==> config.mk <==
export PLATFORM = sky130hd
export DESIGN_NAME = countdown_timer_ctrl
export DESIGN_NICKNAME = d
export VERILOG_FILES = /design/src/rtl/timer_pkg.sv /design/src/rtl/tick_prescaler.sv /design/src/rtl/countdown_timer_ctrl.sv
export SDC_FILE = /design/constraint.sdc
export NUM_CORES = 1
export LEC_CHECK = 0
export CORE_ASPECT_RATIO = 1.1
export CORE_UTILIZATION = 45
export CTS_CLUSTER_DIAMETER = 50
export DETAILED_ROUTE_END_ITERATION = 10
export HOLD_SLACK_MARGIN = 0.06
export PLACE_DENSITY = 0.8
export SYNTH_ARGS = -nofsm -noshare
export SYNTH_HDL_FRONTEND = slang
export SYNTH_SLANG_ARGS = --single-unit
==> constraint.sdc <==
create_clock -name clk -period 2.3 [get_ports clk]
set_input_delay 0.46 -clock clk [delete_from_list [all_inputs] [get_ports clk]]
set_output_delay 0.46 -clock clk [all_outputs]
set_load 0.1 [all_outputs]
==> src/rtl/timer_pkg.sv <==
// Shared types and default sizing for the countdown timer slice.
package timer_pkg;

    typedef enum logic [1:0] {
        IDLE = 2'd0,
        RUN  = 2'd1,
        DONE = 2'd2
    } timer_state_t;

    localparam int DEF_WIDTH      = 4;
    localparam int DEF_PRESCALE_W = 8;

endpackage

==> src/rtl/tick_prescaler.sv <==
// Prescale down-counter: reports terminal count while it sits at zero and
// reloads from prescale either on request or when it wraps.
module tick_prescaler #(
    parameter int PRESCALE_W = 8
) (
    input  logic                  clk,
    input  logic                  rst,
    input  logic                  en,
    input  logic                  reload,
    input  logic [PRESCALE_W-1:0] prescale,
    output logic                  tick
);

    logic [PRESCALE_W-1:0] pcnt;

    always_ff @(posedge clk or posedge rst) begin
        if (rst) begin
            pcnt <= '0;
        end else if (reload) begin
            pcnt <= prescale;
        end else if (en) begin
            if (pcnt == '0) begin
                pcnt <= prescale;
            end else begin
                pcnt <= pcnt - PRESCALE_W'(1);
            end
        end
    end

    // Registered compare only, so tick has no path from the inputs.
    assign tick = (pcnt == '0);

endmodule

==> src/rtl/countdown_timer_ctrl.sv <==
// Programmable countdown timer: start/stop control FSM, count register and
// prescaled tick generation with optional auto-reload at expiry.
//
//   state | meaning
//   IDLE  | stopped; count holds its last value, waits for start
//   RUN   | counting; count steps down on every prescaler tick
//   DONE  | one-shot run finished; count forced to 0 for one cycle
module countdown_timer_ctrl
    import timer_pkg::*;
#(
    parameter int WIDTH      = DEF_WIDTH,
    parameter int PRESCALE_W = DEF_PRESCALE_W
) (
    input  logic                  clk,
    input  logic                  rst,
    input  logic [WIDTH-1:0]      load_val,
    input  logic [PRESCALE_W-1:0] prescale,
    input  logic                  start,
    input  logic                  stop,
    input  logic                  auto_reload,
    output logic [WIDTH-1:0]      count,
    output logic                  busy,
    output logic                  tick,
    output logic                  expired
);

    timer_state_t     state, state_n;
    logic [WIDTH-1:0] count_n;
    logic             pre_en;
    logic             pre_reload;
    logic             pzero;

    tick_prescaler #(
        .PRESCALE_W(PRESCALE_W)
    ) u_prescaler (
        .clk     (clk),
        .rst     (rst),
        .en      (pre_en),
        .reload  (pre_reload),
        .prescale(prescale),
        .tick    (pzero)
    );

    always_ff @(posedge clk or posedge rst) begin
        if (rst) begin
            state <= IDLE;
            count <= '0;
        end else begin
            state <= state_n;
            count <= count_n;
        end
    end

    always_comb begin
        state_n    = state;
        count_n    = count;
        pre_en     = 1'b0;
        pre_reload = 1'b0;
        case (state)
            IDLE: begin
                if (start && !stop) begin
                    count_n    = load_val;
                    pre_reload = 1'b1;
                    state_n    = RUN;
                end
            end
            RUN: begin
                if (stop) begin
                    state_n = IDLE;
                end else if (start) begin
                    count_n    = load_val;
                    pre_reload = 1'b1;
                end else begin
                    // Prescaler advances (and self-reloads on its tick) only here.
                    pre_en = 1'b1;
                    if (pzero) begin
                        if (count != '0) begin
                            count_n = count - WIDTH'(1);
                        end else if (auto_reload) begin
                            count_n = load_val;
                        end else begin
                            state_n = DONE;
                        end
                    end
                end
            end
            DONE: begin
                count_n = '0;
                state_n = IDLE;
            end
            default: begin
                count_n = '0;
                state_n = IDLE;
            end
        endcase
    end

    assign busy    = (state == RUN);
    assign tick    = busy && pzero;
    assign expired = tick && (count == '0);

endmodule

== After elaboration in Yosys (flattened, before gate mapping) ==
Cells that the tools add are included.
Word-level totals
  flip-flop bits (word level): 14
  latch bits: 0
  bits in writable memories: 0
  ROM bits: 0
  bits of input ports: 17
  output and inout port bits: 7
  logic and storage cells: 49
  memories kept: 0
Operators by class
  $add $sub $neg: 2
  $mul: 0
  div/mod/pow operators: 0
  order comparisons: 0
  eq/ne operators: 9
  shifts and indexed selects: 0
  mux-type cells: 24
  bitwise operators: 0
  reductions and logical operators: 11
Operators with widths (count)
  4-bit 2-to-1 mux: 6
  8-bit 2-to-1 mux: 3
  2-bit 2-to-1 mux: 6
  3-bit inequality test (second input constant): 3
  8-bit zero test: 1
  4-bit case mux with 2 select lines: 1
  8-bit by 1-bit subtractor with 8-bit output (second input constant): 1
  1-bit 2-to-1 mux: 6
  3-bit by 2-bit inequality test with 1-bit output (second input constant): 2
  5-bit AND reduction: 1
  4-bit zero test: 1
  2-bit inequality test (second input constant): 2
  4-bit by 3-bit inequality test with 1-bit output (second input constant): 1
  2-bit case mux with 2 select lines: 1
  4-bit AND reduction: 1
  4-bit nonzero test: 1
  4-bit by 1-bit subtractor with 4-bit output (second input constant): 1
  1-bit logical AND: 3
  2-bit by 1-bit equality test with 1-bit output (second input constant): 1
  2-bit zero test: 1
  1-bit case mux with 2 select lines: 1
  2-bit nonzero test: 1
  1-bit zero test: 1

== Longest topological paths before layout ==
Gate-level depths: netlist of the first run.
  word-level depth: 6
  mapped depth: 7
  gate-level depth less buffers: 6

== Modules after synthesis ==
From an unflattened synthesis of the first run, not the netlist that was laid out.
Unflattened totals
  cells, all modules: 109
  area total of the unflattened synthesis: 999.7 um^2
By module, submodules not included
  tick_prescaler: times used 1, cells each 61, area an instance 550.5 um^2, sequential area each 200.2 um^2
  countdown_timer_ctrl: times used 1, cells each 48, area an instance 449.2 um^2, sequential area each 150.1 um^2

== Worst setup path after synthesis of the first run ==
No wires, ideal clock.
  path type: reg-to-output
  from: register state[1]
  to: output expired
  data arrival time: 3.436 ns
  setup slack: -1.596 ns
  cell stages (with the launch flop): 5
  buffers on the path: 1
  path through: dfrtp_1 -> buf_2 -> nor2b_1 -> nand2_1 -> nor2_1
On the way
  cells in the longest elaborated chain, start to end: 3
Ends and longest elaborated chain
  from (decl): RTL line countdown_timer_ctrl.sv:27  | timer_state_t state, state_n;
  from (signal assigned): RTL line countdown_timer_ctrl.sv:49  | state <= state_n;
  2-bit by 1-bit equality test with 1-bit output: RTL line countdown_timer_ctrl.sv:98  | assign busy = (state == RUN);
  via busy: RTL line countdown_timer_ctrl.sv:22  | output logic busy,
  1-bit logical AND: RTL line countdown_timer_ctrl.sv:99  | assign tick = busy && pzero;
  1-bit logical AND: RTL line countdown_timer_ctrl.sv:100  | assign expired = tick && (count == '0);
  to (decl): RTL line countdown_timer_ctrl.sv:24  | output logic expired
The timed path passes the listed nets, and every way through them passes these cells.

== Worst setup path after layout of the first run ==
  from: register u_prescaler.pcnt[0]
  to: output expired
On the way
  cells in the longest elaborated chain, start to end: 3
Ends and longest elaborated chain
  from (decl): RTL line tick_prescaler.sv:14  | logic [PRESCALE_W-1:0] pcnt;
  from (signal assigned): RTL line tick_prescaler.sv:20  | pcnt <= prescale;
  from (signal assigned): RTL line tick_prescaler.sv:23  | pcnt <= prescale;
  from (signal assigned): RTL line tick_prescaler.sv:25  | pcnt <= pcnt - PRESCALE_W'(1);
  8-bit zero test: RTL line tick_prescaler.sv:31  | assign tick = (pcnt == '0);
  1-bit logical AND: RTL line countdown_timer_ctrl.sv:99
  1-bit logical AND: RTL line countdown_timer_ctrl.sv:100
Every way passes these cells.

==> results.env, run 1 <==
START_KIND='flip-flop'
AREAGROWTHSYNTHTOFINISH_PCT=36.2
DRT_WL_TOTAL_UM=2480
CLKLATENCYLATEPIN_PS=280
SYN-NUM-NETS=138
SYNTH_ENABLE_FLOP_CELLS=0
SKEW_PS=1.99
PWR-SHARE-COMB_PCT=45.8
VIASPERCELL=5.84
DR.PASS1.ITERS=4
CP-END-KIND='output pin'
DETAIL_ROUTE.ITER0.VIOLATIONS=29
SEQPWRFRAC_PCT=38.2
ROUTED_WIRE_PER_STD_CELL_UM=14.1
MAPPED_CELLS=117
RUN_STATUS='finished, final reports clean'
CHIPWIDTH_UM=47.4
CP.BUFFERS_INVERTERS=2
TIMING.HOLD.WORST.CLASS='in2async'
TIMING.MAX_SLEW.REL_SLACK_PCT=54.1
SETUP-VIOLATIONS-FINAL=0
DRCVIOLATIONCOUNT=0
VIAS=1027
REG_TO_REG_END='u_prescaler.pcnt[1]$_DFFE_PP0P_'
PLACE_INST=168
PLACE.GP.CONGESTION=0.874
AREA_SHARE_OF_THE_LARGEST_CELL_TYPE_AFTER_SYNTHESIS_PCT=34.3
VIA_COUNT_OF_THE_FIRST_GLOBAL_ROUTING_PASS=943
YS_SEQ_ELEMENTS=14
REG2REG_SETUP_SLACK_PS=220
ARRIVAL_WORST_ENDPOINT_PS=1760
WORST-PATH-MAX-FANOUT=6
MAX_CAP_VIOLATIONS=0
SYNTH_AREA_LEADERS='sky130_fd_sc_hd__dfrtp_1, sky130_fd_sc_hd__a2bb2oi_1, sky130_fd_sc_hd__mux2i_1, sky130_fd_sc_hd__ha_1, sky130_fd_sc_hd__inv_1'
TIMING_WORST_SETUP_PATH_TYPE='reg2out'
SYNTH.LIB_CELLS_USED.DISTINCT=31
GLOBAL_ROUTE.OVERFLOW_TOTAL=0
CRIT_CHAIN='inv_2 > ha_1 > nor4b_4 > and2_4 > nand2_2 > nor2_4 > buf_12'
LAYOUTNONFILLERINSTCOUNT=176
WORST_IR_DROP_VDD_V=0.000637
NETLIST.TOP_CELL.BY_AREA='sky130_fd_sc_hd__dfrtp_1'
ANTENNA_FOUND_INITIAL=0
PWR-SHARE-CLK_PCT=16.0
TIMING_MAX_TRANSITION_VIOLATIONS_FINAL=0
DRIVE_GT1_SHARE_PCT=23.6
TIMING.HOLD.WS_PS=515
STATIC-LEAKAGE-POWER_nW=0.587
FINAL.PERIOD_UTILIZATION_PCT=96.6
PSW_W=0.000494
DIE-AREA_UM2=2470
SETUP_TOTAL_NEGATIVE_SLACK_PS=0
RSZ0062_AT_GRT='false'
PORT_BUFFERS=23
WORST-ENDPOINT-REQUIRED_PS=1840
SYNTH_TOP_CELLS_BY_COUNT='sky130_fd_sc_hd__dfrtp_1, sky130_fd_sc_hd__inv_1, sky130_fd_sc_hd__nand2_1, sky130_fd_sc_hd__o21ai_1, sky130_fd_sc_hd__a2bb2oi_1'
FIN_CRIT_PS=2220
MAXIMUM_CLOCK_RATE_GHz=0.450
HTREE_LEVELS=1
LARGEST_NET_DEGREE_AT_THE_START_OF_GLOBAL_ROUTING=15
POST-ROUTE-UTIL_PCT=67.5
FLOORPLAN.INITIALDENSITY_PCT=49.5
INT_POWER_W=0.000624
YOSYS_WARNINGS=0
CTS_MAX_PATH_BUFFERS=2
DETAIL-ROUTE-ANTENNA-NETS=0
WORST_SETUP_HOLD_PATH_CLK_SLEW_PS=90
NUMBER_OF_I_O_PINS=24
GRT_USAGE_PCT=23.2
PLACE_HPWL_UM=1870
FLOORPLAN.DIE.HEIGHT_UM=52.0
FINAL_HOLD_VIOL_COUNT=0
SYNTH.MOST_COMMON_CELL='sky130_fd_sc_hd__dfrtp_1'
WIRE_LENGTH_OF_THE_FIRST_GLOBAL_ROUTING_PASS_UM=4060
CORE_AREA_UM2=2060
MAPPEDNETLISTAREA_UM2=1020
YS_SEQ_AREA_SHARE_PCT=34.3
TIGHTEST_SLEW_PS=688
SYN_AVG_CELL_AREA_UM2=8.74
WORST_PATH_LARGEST_CELL_DELAY_PS=450
CTS_ROOT_BUFFER='sky130_fd_sc_hd__clkbuf_4'
TRITONCTS='done'
SW_FRAC_OF_TOTAL_PCT=44.2
TIMING.REG2REG.WORST_PATH_DEPTH=8
CRITPATHTOPFAMILY='simple AND/OR/NAND/NOR gates'
POWER.DENSITY_CELL_AREA_nW_PER_UM2=802
TRITONCTS.NUM_BUFFERS=3
SYNTHFLOPTYPE='sky130_fd_sc_hd__dfrtp_1'
R2R-START='u_prescaler.pcnt[1]$_DFFE_PP0P_'
CTS.SINK_COUNT=14
ASYNC_RESET_FF_SHARE_PCT=100
NNETSFINAL=170
MAX_STAGE_DELAY_CELL_WORST_PATH='sky130_fd_sc_hd__dfrtp_2'
ANTENNA_CELLS=0
ROWS=17
flip-flops by register name, indices dropped and copies added, names as in the netlist:
register / flops
u_prescaler.pcnt: 8
count: 4
state: 2
through the flow:
step	total power, W	setup slack [ps]	area, um^2
after global routing	0.00120	2.17	1390
after CTS	0.00109	13.5	1370
final	0.00112	79.1	1390
after global placement	0.000893	229	1320
after floorplan	0.000774	-3.43	1040
after detailed placement	0.000912	164	1320
power by group through the flow:
stage	Combinational [W]	Sequential [W]	Clock (W)
floorplan	0.000254	0.000519	0
global placement	0.000471	0.000422	0
detailed placement	0.000484	0.000428	0
CTS	0.000487	0.000424	0.000181
global route	0.000561	0.000443	0.000194
finish	0.000512	0.000427	0.000178
how the worst max path moves through the flow:
stage                                    startpoint      end  slack, ps  cells after the start
floorplan                      count[0]$_DFFE_PP0P_  expired         -3                      4
CTS                 u_prescaler.pcnt[0]$_DFFE_PP0P_  expired         10                      7
finish              u_prescaler.pcnt[0]$_DFFE_PP0P_  expired         80                      7
detailed placement  u_prescaler.pcnt[0]$_DFFE_PP0P_  expired        160                      7
global route        u_prescaler.pcnt[0]$_DFFE_PP0P_  expired          2                      7
global placement    u_prescaler.pcnt[0]$_DFFE_PP0P_  expired        230                      7
cell families after synthesis:
| family | count (synthesis) | synth area share, % |
|---|---|---|
| and+or+nand+nor | 42 | 25.3 |
| AOI/OAI and AO/OA | 33 | 21.3 |
| buffers and inverters | 17 | 7.34 |
| DFF | 14 | 34.3 |
| muxes | 7 | 6.85 |
| adders and majority gates | 4 | 4.90 |
per-layer routing:
metal,vias up,global-route usage [%],routed length [um]
met1,487,32.2,1120
met5,-,0,0
li1,493,-,-
met3,13,4.51,130
met2,34,34.2,1160
met4,0,10.0,73
layout by cell type, fill, tap and decap left out:
master,synthesis,layout
sky130_fd_sc_hd__dfrtp_1,14,11
sky130_fd_sc_hd__clkdlybuf4s50_1,0,16
sky130_fd_sc_hd__a2bb2oi_1,8,8
sky130_fd_sc_hd__nor4_1,3,3
sky130_fd_sc_hd__nand4_1,3,3
sky130_fd_sc_hd__nor2b_1,3,2
sky130_fd_sc_hd__o21a_1,1,1
sky130_fd_sc_hd__nor2_4,0,1
sky130_fd_sc_hd__o21ai_1,9,9
sky130_fd_sc_hd__a21oi_2,1,1
sky130_fd_sc_hd__inv_2,0,3
sky130_fd_sc_hd__nor3b_2,1,1
sky130_fd_sc_hd__buf_4,0,13
sky130_fd_sc_hd__nor4b_4,1,1
sky130_fd_sc_hd__nand2_1,9,8
sky130_fd_sc_hd__mux2i_1,7,7
sky130_fd_sc_hd__and3b_1,1,1
sky130_fd_sc_hd__nor2b_4,0,1
sky130_fd_sc_hd__o31a_1,1,1
sky130_fd_sc_hd__ha_1,4,4
sky130_fd_sc_hd__nor3_1,3,3
sky130_fd_sc_hd__or3b_1,2,2
sky130_fd_sc_hd__a21oi_1,7,7
sky130_fd_sc_hd__clkbuf_4,0,3
sky130_fd_sc_hd__and2_4,0,1
sky130_fd_sc_hd__nor2_1,6,5
sky130_fd_sc_hd__nand2_2,0,1
sky130_fd_sc_hd__inv_1,13,9
sky130_fd_sc_hd__buf_12,0,2
sky130_fd_sc_hd__or4b_4,1,1
sky130_fd_sc_hd__a32oi_1,2,2
sky130_fd_sc_hd__dfrtp_2,0,3
sky130_fd_sc_hd__nor4b_1,1,1
sky130_fd_sc_hd__nand3_1,6,6
sky130_fd_sc_hd__nor3_2,1,1
sky130_fd_sc_hd__a31oi_1,1,1
sky130_fd_sc_hd__o22ai_1,3,3
sky130_fd_sc_hd__clkbuf_8,0,1
sky130_fd_sc_hd__clkinvlp_4,0,1
final cells by class:
class,instances,area (um^2)
fillers,175,671
multi-input cells,86,617
flip-flops and latches,14,354
repair buffers,31,298
inverters,13,52.6
clock buffers,4,36.3
well taps,28,35.0
timing repair:
action,in CTS,in global routing
endpoints found under the hold margin,0,0
hold buffers,0,0
endpoints found under the setup margin,2,2
buffers inserted,1,3
gates resized for setup,2,4
pin swaps,0,1
Power figures use the tool's default switching activity.
==> inputs of run 2 (changes only) <==
--- a/config.mk
+++ b/config.mk
@@ -11,6 +11,7 @@
 export DETAILED_ROUTE_END_ITERATION = 10
 export HOLD_SLACK_MARGIN = 0.06
 export PLACE_DENSITY = 0.8
+export SLEW_MARGIN = 10
 export SYNTH_ARGS = -nofsm -noshare
 export SYNTH_HDL_FRONTEND = slang
 export SYNTH_SLANG_ARGS = --single-unit
==> results of run 2 <==
Final layout, timing and power as in run 1 (identical DEF).
==> inputs of run 3 (changes only) <==
--- a/config.mk
+++ b/config.mk
@@ -8,10 +8,11 @@
 export CORE_ASPECT_RATIO = 1.1
 export CORE_UTILIZATION = 45
 export CTS_CLUSTER_DIAMETER = 50
+export CTS_CLUSTER_SIZE = 8
 export DETAILED_ROUTE_END_ITERATION = 10
 export HOLD_SLACK_MARGIN = 0.06
 export PLACE_DENSITY = 0.8
-export SLEW_MARGIN = 10
+export SLEW_MARGIN = 0
 export SYNTH_ARGS = -nofsm -noshare
 export SYNTH_HDL_FRONTEND = slang
 export SYNTH_SLANG_ARGS = --single-unit
==> results of run 3 <==
Final layout, timing and power as in run 1 (identical DEF).
